## src/rtl/hazard_ctrl.sv

```systemverilog
// Pipeline hazard controller: load-use bubbles, taken-branch flushes and memory-wait freezes.
// Optional stall-cycle counter port stall_cnt is built when HAZARD_STALL_CNT_EN is defined.
module hazard_ctrl #(
    parameter int unsigned TIMEOUT = 255
) (
    input  logic        clk,
    input  logic        rst_n,
    input  logic [4:0]  id_RsAddr,
    input  logic [4:0]  id_RtAddr,
    input  logic        id_ex_MemRead,
    input  logic [4:0]  id_ex_RtAddr,
    input  logic        ex_BranchTaken,
    input  logic        mem_req,
    input  logic        mem_ready,
    output logic        PCWrite,
    output logic        IFIDWrite,
    output logic        IDEXWrite,
    output logic        EXMEMWrite,
    output logic        IDEXBubble,
    output logic        IFIDFlush,
    output logic        IDEXFlush,
    output logic        mem_timeout
`ifdef HAZARD_STALL_CNT_EN
    ,
    output logic [31:0] stall_cnt
`endif
);

    typedef enum logic [0:0] {
        StRun,
        StMemWait
    } state_e;

    localparam logic [15:0] TimeoutVal = 16'(TIMEOUT);
    localparam logic [15:0] WaitMax    = 16'hFFFF;

    state_e      state_q, state_d;
    logic [15:0] wait_cnt_q, wait_cnt_d;
    logic        mem_timeout_q, mem_timeout_d;
    logic        load_use;
    logic        mem_stall;

    // Register 0 is hardwired, so a load targeting it never creates a dependency.
    assign load_use = id_ex_MemRead && (id_ex_RtAddr != 5'd0) &&
                      ((id_ex_RtAddr == id_RsAddr) || (id_ex_RtAddr == id_RtAddr));

    assign mem_stall = mem_req && !mem_ready;

    always_comb begin
        state_d       = state_q;
        wait_cnt_d    = wait_cnt_q;
        mem_timeout_d = mem_timeout_q;
        PCWrite       = 1'b0;
        IFIDWrite     = 1'b0;
        IDEXWrite     = 1'b0;
        EXMEMWrite    = 1'b0;
        IDEXBubble    = 1'b0;
        IFIDFlush     = 1'b0;
        IDEXFlush     = 1'b0;

        unique case (state_q)
            StRun: begin
                if (mem_stall) begin
                    state_d    = StMemWait;
                    wait_cnt_d = '0;
                end else if (ex_BranchTaken) begin
                    PCWrite    = 1'b1;
                    IFIDWrite  = 1'b1;
                    IDEXWrite  = 1'b1;
                    EXMEMWrite = 1'b1;
                    IFIDFlush  = 1'b1;
                    IDEXFlush  = 1'b1;
                end else if (load_use) begin
                    // Hold PC and IF/ID; ID/EX captures the NOP while EX drains.
                    IDEXWrite  = 1'b1;
                    EXMEMWrite = 1'b1;
                    IDEXBubble = 1'b1;
                end else begin
                    PCWrite    = 1'b1;
                    IFIDWrite  = 1'b1;
                    IDEXWrite  = 1'b1;
                    EXMEMWrite = 1'b1;
                end
            end

            StMemWait: begin
                if (mem_ready) begin
                    PCWrite    = 1'b1;
                    IFIDWrite  = 1'b1;
                    IDEXWrite  = 1'b1;
                    EXMEMWrite = 1'b1;
                    state_d    = StRun;
                end else begin
                    if (wait_cnt_q != WaitMax) begin
                        wait_cnt_d = wait_cnt_q + 16'd1;
                    end
                    if (wait_cnt_d >= TimeoutVal) begin
                        mem_timeout_d = 1'b1;
                    end
                end
            end

            default: state_d = StRun;
        endcase

        // Reset forces every control output low without waiting for a clock edge.
        if (!rst_n) begin
            PCWrite    = 1'b0;
            IFIDWrite  = 1'b0;
            IDEXWrite  = 1'b0;
            EXMEMWrite = 1'b0;
            IDEXBubble = 1'b0;
            IFIDFlush  = 1'b0;
            IDEXFlush  = 1'b0;
        end
    end

    always_ff @(posedge clk or negedge rst_n) begin
        if (!rst_n) begin
            state_q       <= StRun;
            wait_cnt_q    <= '0;
            mem_timeout_q <= 1'b0;
        end else begin
            state_q       <= state_d;
            wait_cnt_q    <= wait_cnt_d;
            mem_timeout_q <= mem_timeout_d;
        end
    end

    assign mem_timeout = mem_timeout_q;

`ifdef HAZARD_STALL_CNT_EN
    logic [31:0] stall_cnt_q;

    always_ff @(posedge clk or negedge rst_n) begin
        if (!rst_n) begin
            stall_cnt_q <= '0;
        end else if (!PCWrite) begin
            stall_cnt_q <= stall_cnt_q + 32'd1;
        end
    end

    assign stall_cnt = stall_cnt_q;
`endif

endmodule

```

## config.mk

```make
export PLATFORM = sky130hd
export DESIGN_NAME = hazard_ctrl
export DESIGN_NICKNAME = d
export VERILOG_FILES = /design/src/rtl/hazard_ctrl.sv
export SDC_FILE = /design/constraint.sdc
export NUM_CORES = 1
export LEC_CHECK = 0
export ABC_AREA = 1
export CAP_MARGIN = 5
export CORE_AREA = 2 2 79 51
export DETAILED_ROUTE_END_ITERATION = 12
export DIE_AREA = 0 0 81 53
export GPL_TIMING_DRIVEN = 0
export MAX_ROUTING_LAYER = met4
export PLACE_DENSITY = 0.78
export SLEW_MARGIN = 30
export SYNTH_ARGS = -nofsm -noshare
export SYNTH_HDL_FRONTEND = slang
export SYNTH_SLANG_ARGS = --single-unit
```

## constraint.sdc

```tcl
create_clock -name clk -period 2.28 [get_ports clk]
set_clock_uncertainty 0.15 [all_clocks]
set_input_delay 0.456 -clock clk [delete_from_list [all_inputs] [get_ports clk]]
set_output_delay 0.456 -clock clk [all_outputs]
set_load 0.01 [all_outputs]
```

==> out/summary.md, run 1 <==
The synthesized netlist contains 29 unique library cells. Final core utilization: 0.5184. The switching power share of the total was 0.2976; the overall track demand over capacity in global routing was 0.2101.

The part of the power in the clock network was 0.305. Ranked by instance count, the synthesized netlist is headed by 70 x sky130_fd_sc_hd__nand2_1, 29 x sky130_fd_sc_hd__inv_1, 25 x sky130_fd_sc_hd__nor2_1. Wires add up to 3934 um.

The H-tree depth is 1, and the post-CTS clock slew at the launch and capture registers of the worst setup and hold paths is 0.07 ns. Among all cell types in the netlist, the one instantiated most often is sky130_fd_sc_hd__nand2_1. The number of nets handed over by synthesis was 247. The synthesized design spends more area on one cell type than any other, namely sky130_fd_sc_hd__dfrtp_1. Port buffering added 28 buffers.

The logs give 0.225 for the combinational fraction of design power and 0 for the number of max-cap violations. The analysis attributes to cell leakage a power of 0.0009085 uW. In the post-synthesis netlist, the biggest area contributors are sky130_fd_sc_hd__dfrtp_1 31%, sky130_fd_sc_hd__nand2_1 18%, sky130_fd_sc_hd__inv_1 7.4%. The die covers 4293 um2. After clock tree synthesis, the flow added hold-fix buffers numbering 0. No sink is reached through more buffers than the 2 on the longest clock path. Total congestion overflow: 0.

The main flop type after synthesis is sky130_fd_sc_hd__dfrtp_1. The tools report the number of cells produced by synthesis as 225. The starting utilization of the core area is 0.4153, and the number of hold-slack violations in the final timing report is 18. The area overhead of the layout relative to synthesis was 24.83%; the vias per cell was 4.967. The number of nets in the finished design is 280, and the later-pin clock latency in the skew report is 0.26 ns. Minimum setup slack after placement: -1.123 ns. CTS placed an instance of sky130_fd_sc_hd__clkbuf_8 at the clock tree root.

The number of antenna violations at the first check in global routing is 0, and the async set-reset flop share out of synthesis is 1.000. The tree built by TritonCTS fans out to 18 sinks. The average cell area after synthesis was 6.517 um2; the switching power was 222.1 uW. The instance count after placement with tap cells included came out at 300.

STA classifies the critical path startpoint as a primary input. Setup repair after global routing left no endpoint under its margin. The die outline width was 81 um. VDD sags by at most 181.9 uV. The pre-antenna-repair detailed-routing pass consisted of 7 iterations.

In this run the vertical extent of the chip is 53 um. The headroom to the max-slew limit came out at 0.6641. At the pin with the least slew margin, the transition time is 0.5038 ns. At the worst endpoint, the arrival time is 1.62 ns.

The period utilization works out to 0.9759. The design draws 746.4 uW. The run gives 3531 um2 as the core region area. Ratio of cells with drive above 1 in the final layout: 0.1836. The worst hold slack was -0.01915 ns; the detailed-route via count was 1,505.

The routed wirelength normalized by instance count works out to 12.98 um. The run gives 130 as the violation count after the first detailed-routing iteration. The buffer count from post-CTS setup fixing was 0. Summed over all failing endpoints, the final setup total negative slack is 0 ns. The internal power component is 524.3 uW, and the number of setup violations in the final report is 0. The tools report the count of unresolved DRC violations after routing as 0. For this design the ratio of total power to cell area is 407.8 nW/um2.

STA puts the critical path data required time at 1.67 ns. The minimum clock period works out to 2.225 ns. The maximum number of pins on one net before global-route repair was 20. Pin placement for this block handled 29 I/O pins. 0 antenna diodes ended up in the layout. Counting flops and latches in the post-synthesis netlist gives 18.

The logs give 3 for the total CTS buffers and 0.05489 ns for the least setup slack across all paths after layout. The run finished, with violations left. TritonCTS built the clock tree. The number of global-route vias before repair is 1,430, and the count of flip-flops with a built-in enable after synthesis is 0. The first global-routing pass estimated 6617 um of wire. The run gives 17 as the row count. For this run, the number of Yosys warnings is 0. The final reports fail on hold timing. Worst hold path class: in2async. The tools report the sequential share of power as 0.469.

The wire-length estimate of the detail-placed layout is 3107 um. For the fraction of the yosys area taken by sequential cells, the log shows 0.3072. The netlist area before placement is 1466 um2. The critical path in this run is classified as in2out.

Static timing analysis puts the maximum clock frequency at 449.4 MHz. The count of pins over their slew limit was 0. The tools report the critical path capture point type as an output pin.

The finished layout holds 303 standard cells, fillers aside. At the end of routability-driven placement, the weighted congestion stood at 0.9919. The share of Yosys cell area claimed by the top area cell type was 0.3072; the largest fanout on the critical path was 2. The tools report the final antenna-violating net count as 0.
cell type report:
type                    instances  area, um2
clock buffers                   3      41.29
multi-input cells             171      898.4
repair buffers                 28      230.2
flip-flops and latches         18      450.4
well taps                      47      58.81
inverters                      31      116.4
plain buffers                   5      35.03
fillers                       353       1700
cell usage in the layout, fill, tap and decap left out, drive strengths merged, types with 6 or more instances in the layout:
cell type      count
nand2             74
clkdlybuf4s15      6
o21ai             13
nand3             14
buf                9
inv               31
clkbuf            12
dfrtp             18
nor2              33
o22ai              9
nand4              8
power groups by stage:
stage / registers (uW) / clock network (uW) / logic (uW)
2_1_floorplan: 350 / 0 / 90.5
3_3_place_gp: 354 / 0 / 170
3_5_place_dp: 356 / 0 / 171
4_1_cts: 349 / 234 / 168
5_1_grt: 352 / 248 / 186
6_report: 350 / 228 / 168
stage by stage:
stage	hold WS, ns	instance area, um2
global placement	0.2964	1805
finish	-0.01915	1831
floorplan	0.01041	1466
global route	0.02253	1831
detailed placement	0.3004	1805
CTS	0.003031	1854
kinds of logic (layout without fill, tap and decap cells):
logic type | Yosys count | after routing | share of synthesized area
buffers and inverters | 36 | 67 | 0.1007
and+or+nand+nor | 133 | 133 | 0.4224
adders and majority gates | 1 | 1 | 0.008531
AOI/OAI and AO/OA | 28 | 28 | 0.1075
DFF | 18 | 18 | 0.3072
xor gates and xnor gates | 9 | 9 | 0.05375
registers in the layout, indices dropped and copies added (netlist names):
register     cells
mem_timeout      1
state_q          1
wait_cnt_q      16
final timing paths:
kind,end,cells past startpoint,slack [ns],from
worst max-delay path,PCWrite,8,0.05,id_RtAddr[0]
worst min-delay path,wait_cnt_q[2],1,-0.02,rst_n
worst max register to register,mem_timeout,12,0.28,wait_cnt_q[0]
worst min register to register,mem_timeout,2,0.31,mem_timeout
max in group asynchronous,wait_cnt_q[14],1,1.68,rst_n
min in group clk,mem_timeout,2,0.31,mem_timeout
timing repair:
item	in CTS	in global routing
gates cloned	0	0
setup endpoints to repair	7	4
pin swaps	14	14
gates resized for setup	56	24
layer usage:
layer / routed length (um) / GRT usage / part of all wire / up-vias
li1: - / - / - / 784
met4: 43 / 0.02825 / 0.011 / 0
met5: 0 / - / 0 / -
met2: 1654 / 0.3127 / 0.42 / 43
met3: 236 / 0.05119 / 0.060 / 8
met1: 2001 / 0.2966 / 0.51 / 670
worst max-delay path, cell delays in order:
cell,delay (ns)
sky130_fd_sc_hd__dlygate4sd2_1,0.24
sky130_fd_sc_hd__xnor2_1,0.16
sky130_fd_sc_hd__nand4_1,0.11
sky130_fd_sc_hd__o31ai_1,0.08
sky130_fd_sc_hd__nand4_1,0.16
sky130_fd_sc_hd__and2_4,0.19
sky130_fd_sc_hd__buf_6,0.11
sky130_fd_sc_hd__buf_6,0.11
Power figures use the tool's default switching activity.
==> run 2: changes to the inputs <==
- GPL_ROUTABILITY_DRIVEN: unset -> 0
==> run 2 against run 1 <==
The run now ends clean. Sequential share of layout area down 0.12 points. Via count grew 1.4%. Sequential power hardly changed. Final area grew 0.48%. Flip-flop and latch count stayed put. Count of clock-buffer cells in the layout unchanged. Power grew 0.27%. Setup slack improved by 0.019 ns. Combinational power barely moved. Core utilization grew 0.25 points. Clock power barely moved. Critical path type unchanged. Critical endpoint is now IFIDFlush. Largest cell class unchanged. Largest power group unchanged. Highest routed layer unchanged.
==> out/summary.md, run 2 (synthesized netlist as in run 1, its figures left out) <==
The flow ran to the end, and the final reports show no timing, DRC or antenna violations. The clock period could shrink to 2.207 ns. Total congestion overflow: 0. The tools report the buffer count from post-CTS setup fixing as 0. The later-pin clock latency in the skew report was 0.26 ns.

Along the worst hold path, the cell count comes to 2. Once detail routing completed, the nets flagged for antenna violations numbered 0. Setup repair after global routing left no endpoint under its margin.

For this run, the top clock speed supported by timing is 453.2 MHz. Leaving out fill and tap cells, the most frequent cells in the layout are 68 x sky130_fd_sc_hd__nand2_1, 29 x sky130_fd_sc_hd__inv_1, 22 x sky130_fd_sc_hd__nor2_1, 18 x sky130_fd_sc_hd__dfrtp_1, 13 x sky130_fd_sc_hd__nand3_1. The number of I/O pins is 29, and the worst hold slack is 0.3168 ns. In the routed design, unresolved DRC markers number 0. The ratio of cells with drive above 1 in the final layout is 0.1836, and the total CTS buffers is 3. The measured slew at the worst slew-check pin came out at 0.8885 ns. The number of global-route vias before repair came out at 1,429. The logs give 202.5 uV for the worst-case vdd ir drop and 6693 um for the wire length of the first global-routing pass. The maximum number of pins on one net before global-route repair is 20.

The first detailed-routing pass ran for 4 iterations. The startpoint identified for the worst register-to-register timing path is wait_cnt_q[0]. The violation count after the first detailed-routing iteration was 99; the power density over the cells was 406.9 nW/um2. The cell chosen for the clock root was sky130_fd_sc_hd__clkbuf_8.

The setup TNS after final layout is 0 ns. The highest layer touched by signal routing is met4. Once layout is complete, the cells apart from fillers number 303. The instance count after placement with tap cells included is 300.

The part of the power in the clock network was 0.308. At the worst endpoint, the required time is 1.67 ns. For this block, wires on met1 add up to 1985 um. The combinational fraction of design power came out at 0.226. Critical path capture point type: an output pin.

The logs give 0.4057 for the headroom to the max-slew limit and 0.5209 for the final core utilization. The floorplan die area was 4293 um2; the largest fanout on the critical path was 4. CTS saw 18 sinks.

Measured in cells, the most critical reg-to-reg path has a length of 12. The count of pins over their slew limit is 0. The routed design uses 1571 um of met2 wire.

From bottom edge to top edge, the die measures 53 um. The period utilization was 0.9678; the routed wirelength normalized by instance count was 12.73 um. The filler cells instantiated in the layout total 341. TritonCTS built the clock tree. Switching power share of the total: 0.3021. The startpoint identified for the worst hold timing path is mem_timeout. In this run the core area contains 17 standard-cell rows.

The switching power came out at 226.1 uW. STA classifies the critical path startpoint as a primary input. The internal portion of the total power is 522.4 uW.

Measured along the x axis, the die boundary spans 81 um. Commonest non-fill, non-tap cell in the layout: sky130_fd_sc_hd__nand2_1. The run gives 0 as the number of antenna violations at the first check in global routing.

The tools report the starting utilization of the core area as 0.4153. The critical path class was in2out. Summed over all nets, the half-perimeter wirelength after detailed placement is 2988 um. The register with the most flip-flops in the final layout is wait_cnt_q. The number of hold-slack violations in the final timing report was 0; the core region area was 3531 um2.

Across the run, the number of max-cap violations was 0. Summed over all cells, the static leakage comes to 0.0009194 uW. The final layout contains 280 nets. The H-tree depth is 1.

In this run the worst setup path begins at mem_req. The longest clock path from root to sink contains 2 buffers. The worst hold path class was reg2reg.

The count of buffers added on input and output ports is 28. The repair_antennas step left the layout with diodes totalling 0. The tools report the sequential share of power as 0.466. The arrival time reported for the critical path endpoint is 1.60 ns. Setup violations remaining at the end of the flow were counted as 0.

The flip-flop count of the largest register after layout came out at 16. The tools report the overall track demand over capacity in global routing as 0.2109. The vias per cell is 5.036. Summed over all layers, the routed wires come to 3857 um.

Wire segments on met3 add up to 270 um in the final route. The area overhead of the layout relative to synthesis was 25.43%; the detailed-route via count was 1,526. The post-CTS clock slew at the launch and capture registers of the worst setup and hold paths was 0.06 ns.
## run 2: worst max-delay path: stages
cell                              delay, ns
sky130_fd_sc_hd__clkdlybuf4s50_1       0.47
sky130_fd_sc_hd__nand2_2               0.08
sky130_fd_sc_hd__nand2_2               0.13
sky130_fd_sc_hd__nor2_4                0.06
sky130_fd_sc_hd__buf_4                 0.13
sky130_fd_sc_hd__dlygate4sd2_1         0.28
## run 2: per-layer routing
| layer | global-route usage | vias to the layer above |
|---|---|---|
| met5 | - | - |
| met4 | 0.03955 | 0 |
| met3 | 0.04266 | 4 |
| met2 | 0.3030 | 52 |
| met1 | 0.3070 | 688 |
| li1 | - | 782 |
## run 2: path summary, 6_finish.rpt
check / end / slack [ns]
min in group asynchronous: wait_cnt_q[4] / 0.74
setup / recovery: IFIDFlush / 0.07
max in group asynchronous: wait_cnt_q[14] / 0.69
hold / removal: mem_timeout / 0.32
setup reg to reg: mem_timeout / 0.26
hold reg to reg: mem_timeout / 0.32
## run 2: timing repair
action	CTS	global route
hold endpoints to repair	0	18
endpoints found under the setup margin	7	4
hold buffers	0	1
pin swaps	12	10
gates resized for setup	51	27
## run 2: area by class of cell
type	count	area [um2]	share of cell area
tap	47	58.81	0.03197
sequential	18	450.4	0.2449
buffer	4	23.77	0.01293
timing repair buffer	29	230.2	0.1252
multi-input combinational	171	918.4	0.4993
inverter	31	116.4	0.06327
clock buffer	3	41.29	0.02245
## run 2: per-stage QoR
stage	setup WS, ns	cell area [um2]	total power, uW
global placement	-1.095	1805	523.6
global route	0.02136	1839	780.0
floorplan	0.3709	1466	440.8
detailed placement	-1.157	1805	525.8
CTS	-0.06621	1839	742.6
finish	0.07349	1839	748.5
## run 2: power groups by stage
| stage | registers [uW] | clock network [uW] | logic (uW) |
|---|---|---|---|
| floorplan | 350 | 0 | 90.5 |
| global placement | 354 | 0 | 169 |
| detailed placement | 355 | 0 | 171 |
| CTS | 348 | 232 | 162 |
| global route | 351 | 240 | 189 |
| finish | 349 | 231 | 169 |
